--- src/rtl/dma_priority_arbiter.sv ---
// N-channel DMA request/priority unit with HRQ/HLDA handshake, fixed or rotating
// priority, per-channel release modes and sticky terminal-count status.
module dma_priority_arbiter #(
    parameter int unsigned NUM_CH      = 4,
    parameter int unsigned SYNC_STAGES = 2
) (
    input  logic                       CLK,
    input  logic                       RESET,
    input  logic [NUM_CH-1:0]          DREQ,
    input  logic                       HLDA,
    output logic                       HRQ,
    output logic [NUM_CH-1:0]          DACK,
    input  logic                       cmd_disable_i,
    input  logic                       cmd_rot_pri_i,
    input  logic                       cmd_dreq_low_i,
    input  logic                       cmd_dack_high_i,
    input  logic [NUM_CH-1:0]          mask_i,
    input  logic [NUM_CH-1:0]          sw_req_i,
    input  logic [2*NUM_CH-1:0]        mode_i,
    input  logic                       xfer_done_i,
    input  logic                       eop_i,
    input  logic                       status_rd_i,
    output logic                       grant_o,
    output logic [$clog2(NUM_CH)-1:0]  active_ch_o,
    output logic [NUM_CH-1:0]          tc_o,
    output logic [NUM_CH-1:0]          req_o,
    output logic                       abort_o
);

    localparam int unsigned CH_W = $clog2(NUM_CH);

    typedef enum logic [1:0] {
        S_IDLE  = 2'd0,
        S_REQ   = 2'd1,
        S_GRANT = 2'd2
    } state_e;

    state_e                               state_q, state_d;
    logic [SYNC_STAGES-1:0][NUM_CH-1:0]   sync_q, sync_d;
    logic [CH_W-1:0]                      ptr_q, ptr_d;
    logic [CH_W-1:0]                      active_q, active_d;
    logic [NUM_CH-1:0]                    tc_q, tc_d;
    logic [NUM_CH-1:0]                    dack_q, dack_d;
    logic                                 hrq_q, hrq_d;
    logic                                 grant_q, grant_d;
    logic                                 abort_q, abort_d;

    logic [NUM_CH-1:0]                    req;
    logic [CH_W-1:0]                      ptr_eff;
    logic [CH_W-1:0]                      ptr_next;
    logic [CH_W-1:0]                      win_idx;
    logic                                 win_found;
    int unsigned                          cand;
    logic [1:0]                           mode_cur;
    logic                                 req_cur;
    logic                                 rel_xfer;
    logic                                 release_now;

    // DREQ synchroniser shift chain
    always_comb begin
        sync_d    = sync_q;
        sync_d[0] = DREQ;
        for (int unsigned s = 1; s < SYNC_STAGES; s++) begin
            sync_d[s] = sync_q[s-1];
        end
    end

    // Effective request vector after polarity, mask and software requests
    always_comb begin
        req = ((sync_q[SYNC_STAGES-1] ^ {NUM_CH{cmd_dreq_low_i}}) & ~mask_i) | sw_req_i;
    end

    // Winner search: first requesting channel from the pointer upward, wrapping
    always_comb begin
        ptr_eff   = cmd_rot_pri_i ? ptr_q : '0;
        win_found = 1'b0;
        win_idx   = '0;
        cand      = 0;
        for (int unsigned i = 0; i < NUM_CH; i++) begin
            cand = (32'(ptr_eff) + i) % NUM_CH;
            if (!win_found && req[cand[CH_W-1:0]]) begin
                win_found = 1'b1;
                win_idx   = cand[CH_W-1:0];
            end
        end
    end

    // Release decode for the channel currently holding the grant
    always_comb begin
        mode_cur = 2'b01;
        req_cur  = 1'b0;
        for (int unsigned c = 0; c < NUM_CH; c++) begin
            if (active_q == CH_W'(c)) begin
                mode_cur = mode_i[2*c +: 2];
                req_cur  = req[c];
            end
        end
        unique case (mode_cur)
            2'b00:   rel_xfer = ~req_cur;
            2'b10:   rel_xfer = 1'b0;
            default: rel_xfer = 1'b1;
        endcase
        release_now = eop_i | (xfer_done_i & rel_xfer);
        ptr_next    = (active_q == CH_W'(NUM_CH - 1)) ? '0 : active_q + CH_W'(1);
    end

    // Handshake FSM next state and registered output values
    always_comb begin
        state_d  = state_q;
        active_d = active_q;
        ptr_d    = cmd_rot_pri_i ? ptr_q : '0;
        abort_d  = 1'b0;
        tc_d     = tc_q;
        if (status_rd_i) begin
            tc_d = '0;
        end

        unique case (state_q)
            S_IDLE: begin
                active_d = '0;
                if ((|req) && !cmd_disable_i) begin
                    state_d = S_REQ;
                end
            end
            S_REQ: begin
                if (req == '0) begin
                    state_d = S_IDLE;
                end else if (HLDA && win_found) begin
                    state_d  = S_GRANT;
                    active_d = win_idx;
                end
            end
            S_GRANT: begin
                if (eop_i) begin
                    tc_d[active_q] = 1'b1;
                end
                if (!HLDA) begin
                    state_d  = S_IDLE;
                    active_d = '0;
                    abort_d  = 1'b1;
                end else if (release_now) begin
                    state_d  = S_IDLE;
                    active_d = '0;
                    if (cmd_rot_pri_i) begin
                        ptr_d = ptr_next;
                    end
                end
            end
            default: begin
                state_d  = S_IDLE;
                active_d = '0;
            end
        endcase

        hrq_d   = (state_d != S_IDLE);
        grant_d = (state_d == S_GRANT);
        for (int unsigned c = 0; c < NUM_CH; c++) begin
            dack_d[c] = (grant_d && (active_d == CH_W'(c))) ? cmd_dack_high_i : ~cmd_dack_high_i;
        end
    end

    // State and output registers with synchronous active-low reset
    always_ff @(posedge CLK) begin
        if (!RESET) begin
            state_q  <= S_IDLE;
            sync_q   <= '0;
            ptr_q    <= '0;
            active_q <= '0;
            tc_q     <= '0;
            hrq_q    <= 1'b0;
            grant_q  <= 1'b0;
            abort_q  <= 1'b0;
            dack_q   <= {NUM_CH{~cmd_dack_high_i}};
        end else begin
            state_q  <= state_d;
            sync_q   <= sync_d;
            ptr_q    <= ptr_d;
            active_q <= active_d;
            tc_q     <= tc_d;
            hrq_q    <= hrq_d;
            grant_q  <= grant_d;
            abort_q  <= abort_d;
            dack_q   <= dack_d;
        end
    end

    assign HRQ         = hrq_q;
    assign DACK        = dack_q;
    assign grant_o     = grant_q;
    assign active_ch_o = active_q;
    assign tc_o        = tc_q;
    assign req_o       = req;
    assign abort_o     = abort_q;

endmodule

--- config.mk ---
export PLATFORM = sky130hd
export DESIGN_NAME = dma_priority_arbiter
export DESIGN_NICKNAME = d
export VERILOG_FILES = /design/src/rtl/dma_priority_arbiter.sv
export SDC_FILE = /design/constraint.sdc
export NUM_CORES = 1
export LEC_CHECK = 0
export CAP_MARGIN = 20
export CORE_MARGIN = 1
export CORE_UTILIZATION = 47
export CTS_CLUSTER_SIZE = 14
export DETAILED_ROUTE_END_ITERATION = 8
export GPL_TIMING_DRIVEN = 0
export MAX_ROUTING_LAYER = met4
export PLACE_DENSITY = 0.84
export SLEW_MARGIN = 10
export SYNTH_ARGS = -nofsm -noshare
export SYNTH_HDL_FRONTEND = slang
export SYNTH_SLANG_ARGS = --single-unit
--- constraint.sdc ---
create_clock -name CLK -period 3.1 [get_ports CLK]
set_clock_uncertainty 0.05 [all_clocks]
set_input_delay 0.93 -clock CLK [delete_from_list [all_inputs] [get_ports CLK]]
set_output_delay 0.93 -clock CLK [all_outputs]
set_load 0.05 [all_outputs]
==> results by group, run 1 <==
Setup path
  • RR Startpoint: active_ch_o[1]
  • Required time of the critical path: 2.12 ns
  • Crit path DAT: 2.05 ns
  • Crit Path Class: primary input to output port
  • Worst Setup SP: mask_i[2]
  • Worst Setup End Kind: output port
  • Critical path fanouts, max: 10
  • Startpoint class of the critical path: primary input

GRT
  • First-pass GRT wire length: 5910 um
  • Largest net degree at the start of global routing: 16
  • Vias in the first global route: 1376
  • Total GRT Usage: 0.222
  • Initial antenna violation count: 0
  • GR Overflow Total: 0

Logic synthesis
  • Syn avg cell area: 9.12 um2
  • Synth cell count leaders: dfxtp_1 (25), and2_1 (10), inv_1 (10), nor2_1 (10)
  • Synth Instances: 172
  • Synth top area cells: dfxtp_1 (32%), ha_1 (6.4%), and2_1 (4.0%), xor2_1 (2.8%), o21ai_0 (2.6%)
  • Sequential share of the synthesized area: 0.319
  • Yosys reg bits: 25
  • Top FF cell, synth: dfxtp_1
  • EDFF count, synth: 0
  • Syn_nets: 210
  • Mapped Area: 1570 um2
  • Synth unique cells: 55
  • FFs w/ async S/R, synth: 0
  • Dominant cell type by area after synthesis: dfxtp_1
  • Top-count cell post-synth: dfxtp_1
  • Synth warn: 0
  • Post-synth top area share: 0.319

Floorplan
  • Die W: 59.8 um
  • Core Rows: 20
  • I/O Pins: 47
  • Core Footprint: 3100 um2
  • Full die area: 3570 um2
  • Initial core utilization: 0.506
  • Die height: 59.8 um

Detailed routing
  • WL final: 3570 um
  • # DRC: 0
  • DR WL/cell: 13.4 um
  • Routed Antenna Nets: 0
  • Detailed-route via count: 1419
  • DR iter-0 viols: 55
  • DR pass1 iterations: 4
  • Vias per inst: 5.31

STA
  • Slew headroom: 0.658
  • Setup TNS: 0 ns
  • Final number of setup-violating endpoints: 0
  • Final Hold Fails: 0
  • Tmin final: 3.03 ns
  • RSZ-0062 raised after global routing: false
  • Slew Limit Fails: 0
  • Worst Setup Slack, final: 0.0655 ns
  • Least-Margin Pin Slew: 0.505 ns
  • Fmax: 0.330 GHz
  • Final worst-path cycle share: 0.979

Placement
  • HPWL Detailed: 2650 um
  • IO Port Bufs: 46
  • Routability Congestion: 0.950
  • Placed inst area: 2090 um2
  • Pre-CTS WS: -0.913 ns

Pwr
  • Pwr Density: 329 nW/um2
  • Pleak: 0.791 nW
  • Worst VDD drop: 302 uV

Outcome
  • Outcome: complete, no violations

Clock tree
  • Worst-path clk slew: 0.13 ns
  • Hold buffer count at CTS: 0
  • CTS buffer count: 3
  • H-tree Lvls: 1
  • Worst-skew pair later-pin latency: 0.33 ns
  • CTS tree: yes
  • CTS Sinks: 25
  • Root buffer cell: clkbuf_4
  • Clock Path Buffers: 2

Final layout
  • Multi-input gate area: 1060 um2
  • Area growth from synthesis to layout: 38.8%
  • FF+latch area: 500 um2
  • Fill count: 276
  • Layout cells sized above 1: 0.170
  • Ant. Diodes: 0
  • Nets: 262
  • Final instance area: 2180 um2

Min path
  • Hold Crit Class: flop to flop
  • Hold wc startpoint: sync_d[6]

Flow run
  • Maxcap violations: 0
## metal layers
metal / vias up / wire (um) / GRT usage
met3: 5 / 245 / 0.0346
li1: 716 / - / -
met2: 49 / 1680 / 0.352
met1: 649 / 1590 / 0.271
met5: - / 0 / -
met4: 0 / 56 / 0.113
## cell usage in the layout (no fill, tap or decap), types with 3 or more instances in the layout
cell,Yosys,layout
a21oi_1,3,3
a21oi_4,2,3
a32oi_1,4,4
and2_1,10,10
buf_2,1,3
buf_4,1,4
clkbuf_4,0,3
clkdlybuf4s50_1,0,41
dfxtp_1,25,25
ha_1,8,8
inv_1,10,10
inv_2,3,3
mux2i_1,3,3
nand2_1,8,8
nand2b_1,4,4
nand3_1,7,6
nor2_1,10,10
nor2b_1,5,5
o21ai_0,8,8
o32a_1,4,4
or2b_1,3,3
xor2_1,5,3
## flip-flops by register name, summed over array words and instances (netlist names)
name	count
DACK	4
HRQ	1
abort_o	1
active_ch_o	2
grant_o	1
ptr_q	2
state_q	2
sync_d	4
sync_q	4
tc_o	4
## worst max-delay path, stage by stage
cell and delay, ns:
clkdlybuf4s50_1 0.43, o21ba_1 0.22, inv_2 0.09, buf_4 0.17, buf_4 0.21
## power by group
part	internal, mW	switching, mW
Clock	0.0495	0.0986
Combinational	0.0982	0.126
Sequential	0.336	0.00753
## through the flow
step / total power [mW] / cells / util / hold slack, ns
detailed placement: 0.568 / 262 / 0.672 / 0.367
CTS: 0.713 / 267 / 0.685 / 0.399
global placement: 0.566 / 262 / 0.672 / 0.365
floorplan: 0.485 / 172 / - / 0.362
global route: 0.755 / 267 / 0.702 / 0.430
finish: 0.716 / 267 / 0.702 / 0.397
## kinds of logic (layout without fill, tap and decap cells)
group,count (synthesis),count (layout),share of synthesized area
compound gates,46,46,0.266
xor+xnor,8,8,0.0447
fa+ha+maj,8,8,0.0638
buf+inv,18,69,0.0463
flops,25,25,0.319
mux,3,3,0.0191
simple gates,64,64,0.241
## final timing paths
path,endpoint,slack [ns],depth (start not counted)
setup / recovery,req_o[2],0.07,5
hold / removal,sync_q[6],0.40,1
setup reg to reg,DACK[2],0.25,10
hold reg to reg,sync_q[6],0.40,1
## cell type report
type | count | area share
well taps | 44 | 0.0253
multi-input cells | 129 | 0.488
inverters | 14 | 0.0247
clock buffers | 3 | 0.0103
clock inverters | 1 | 0.00345
repair buffers | 47 | 0.209
flip-flops and latches | 25 | 0.230
plain buffers | 4 | 0.00977
## timing repair
action,CTS,global route
setup buffers,1,0
gates resized for setup,27,10
cloned,0,0
setup endpoints to repair,8,4
pin swaps,1,6
No activity file was read; power rests on OpenSTA's default activity.
==> run 2: changes to the inputs <==
- GPL_TIMING_DRIVEN: 0 -> default
- REMOVE_ABC_BUFFERS: default -> 1
- SKIP_CTS_REPAIR_TIMING: default -> 1
==> results by group, run 2 (synthesized netlist as in run 1, its figures left out) <==
Floorplan
  • Core Footprint: 3100 um2 (unchanged)
  • Die W: 59.8 um (unchanged)
  • Core Rows: 20 (unchanged)
  • Full die area: 3570 um2 (unchanged)
  • Initial core utilization: 0.506 (unchanged)
  • I/O Pins: 47 (unchanged)
  • Die height: 59.8 um (unchanged)

Clock tree
  • Clock Path Buffers: 2 (unchanged)
  • CTS tree: yes (unchanged)
  • CTS Sinks: 25 (unchanged)
  • Worst-path clk slew: 0.14 ns (was 0.13 ns)
  • Worst-skew pair later-pin latency: 0.34 ns (was 0.33 ns)
  • Root buffer cell: clkbuf_4 (unchanged)
  • H-tree Lvls: 1 (unchanged)
  • CTS buffer count: 3 (unchanged)

STA
  • Final number of setup-violating endpoints: 0 (unchanged)
  • Fmax: 0.328 GHz (was 0.330 GHz)
  • Slew Limit Fails: 0 (unchanged)
  • Tmin final: 3.05 ns (was 3.03 ns)
  • Slew headroom: 0.662 (was 0.658)
  • Final Hold Fails: 0 (unchanged)
  • Least-Margin Pin Slew: 0.500 ns (was 0.505 ns)
  • Setup TNS: 0 ns (unchanged)
  • Min Hold Slack: 0.400 ns (was 0.397 ns)
  • Worst Setup Slack, final: 0.0501 ns (was 0.0655 ns)
  • Final worst-path cycle share: 0.984 (was 0.979)

GRT
  • GR Overflow Total: 0 (unchanged)
  • Vias in the first global route: 1577 (was 1376)
  • Initial antenna violation count: 0 (unchanged)
  • Largest net degree at the start of global routing: 17 (was 16)
  • Total GRT Usage: 0.263 (was 0.222)
  • First-pass GRT wire length: 6880 um (was 5910 um)

Setup path
  • Critical path's top delay family: buffers and inverters (unchanged)
  • Crit path DAT: 2.07 ns (was 2.05 ns)
  • CP peak stage delay: 0.42 ns (was 0.43 ns)
  • Worst Setup End Kind: output port (unchanged)
  • Crit Path Class: primary input to output port (unchanged)
  • Critical path's slowest cell: clkdlybuf4s50_1 (unchanged)
  • Critical path fanouts, max: 5 (was 10)
  • Worst path bufs/invs: 4 (unchanged)
  • Required time of the critical path: 2.12 ns (about the same)
  • Startpoint class of the critical path: primary input (unchanged)
  • R2r setup slk: 0.32 ns (was 0.25 ns)
  • Crit-path cells: clkdlybuf4s50_1, o21ba_2, clkinvlp_4, buf_4, buf_12 (was clkdlybuf4s50_1, o21ba_1, inv_2, buf_4, buf_4)

Pwr
  • Clock power frac: 0.203 (was 0.207)
  • Total Power: 762 uW (was 716 uW)
  • Pwr Density: 322 nW/um2 (was 329 nW/um2)
  • Pleak: 0.922 nW (was 0.791 nW)
  • Combinational share of power: 0.344 (was 0.313)
  • Sequential share of power: 0.453 (was 0.480)
  • NetSw: 251 uW (was 232 uW)
  • Worst VDD drop: 230 uV (was 302 uV)
  • Internal Dissipation: 510 uW (was 484 uW)
  • Switching Fraction: 0.330 (was 0.324)

Placement
  • Routability Congestion: 0.907 (was 0.950)
  • IO Port Bufs: 46 (unchanged)
  • Pre-CTS WS: -0.377 ns (was -0.913 ns)
  • Placed insts: 278 (was 262)
  • Placed inst area: 2270 um2 (was 2090 um2)
  • HPWL Detailed: 3350 um (was 2650 um)

Final layout
  • Most frequent cells in the layout: clkdlybuf4s50_1 (40), dfxtp_1 (25), buf_4 (20) (was clkdlybuf4s50_1 (41), dfxtp_1 (25), inv_1 (10), nor2_1 (10), and2_1 (10))
  • Area growth from synthesis to layout: 50.8% (was 38.8%)
  • Most common cell after layout, fill and taps aside: clkdlybuf4s50_1 (unchanged)
  • Final Non-Filler Cells: 284 (was 267)
  • Ant. Diodes: 0 (unchanged)
  • Layout cells sized above 1: 0.217 (was 0.170)
  • Final instance area: 2370 um2 (was 2180 um2)
  • Nets: 279 (was 262)
  • Post-Route Utilization: 0.763 (was 0.702)

Detailed routing
  • Detailed-route via count: 1606 (was 1419)
  • DR WL/cell: 15.6 um (was 13.4 um)
  • # DRC: 0 (unchanged)
  • Routed Antenna Nets: 0 (unchanged)
  • WL final: 4440 um (was 3570 um)
  • Vias per inst: 5.65 (was 5.31)
  • DR pass1 iterations: 4 (unchanged)
  • DR iter-0 viols: 79 (was 55)

Flow run
  • Maxcap violations: 0 (unchanged)

Outcome
  • Outcome: complete, no violations (unchanged)

Min path
  • Hold Crit Class: flop to flop (unchanged)
-- run 2: changes by cell type in the layout (fill, tap and decap cells not counted), sizes merged --
cell	before	now
dlymetal6s2s	0	2
clkbuf	5	3
clkdlybuf4s50	41	40
buf	7	26
clkdlybuf4s15	1	0
-- run 2: worst paths after layout --
check,startpoint,to,cells after the start
worst max-delay path,sw_req_i[0],req_o[0],5
worst min-delay path,sync_d[5],sync_q[5],1
worst max register to register,active_ch_o[1],DACK[2],11
worst min register to register,sync_d[5],sync_q[5],1
-- run 2: final cells by class --
cell class / instances / area (um2)
Tap cell: 44 / 55.1
Multi-Input combinational cell: 129 / 1040
Clock buffer: 3 / 22.5
Clock inverter: 1 / 5.00
Fill cell: 205 / 737
Inverter: 14 / 56.3
Sequential cell: 25 / 500
Timing Repair Buffer: 68 / 687
-- run 2: routing by layer --
layer | vias to the layer above | GRT usage | share of wire
li1 | 757 | - | -
met2 | 68 | 0.462 | 0.51
met3 | 19 | 0.0325 | 0.046
met4 | 0 | 0.126 | 0.034
met1 | 762 | 0.293 | 0.40
met5 | - | - | 0
-- run 2: power by group through the flow --
stage | registers (mW) | clock network [mW] | logic [mW]
2_1_floorplan | 0.376 | 0 | 0.105
3_3_place_gp | 0.351 | 0 | 0.244
3_5_place_dp | 0.352 | 0 | 0.250
4_1_cts | 0.344 | 0.152 | 0.252
5_1_grt | 0.347 | 0.164 | 0.277
6_report | 0.345 | 0.154 | 0.262
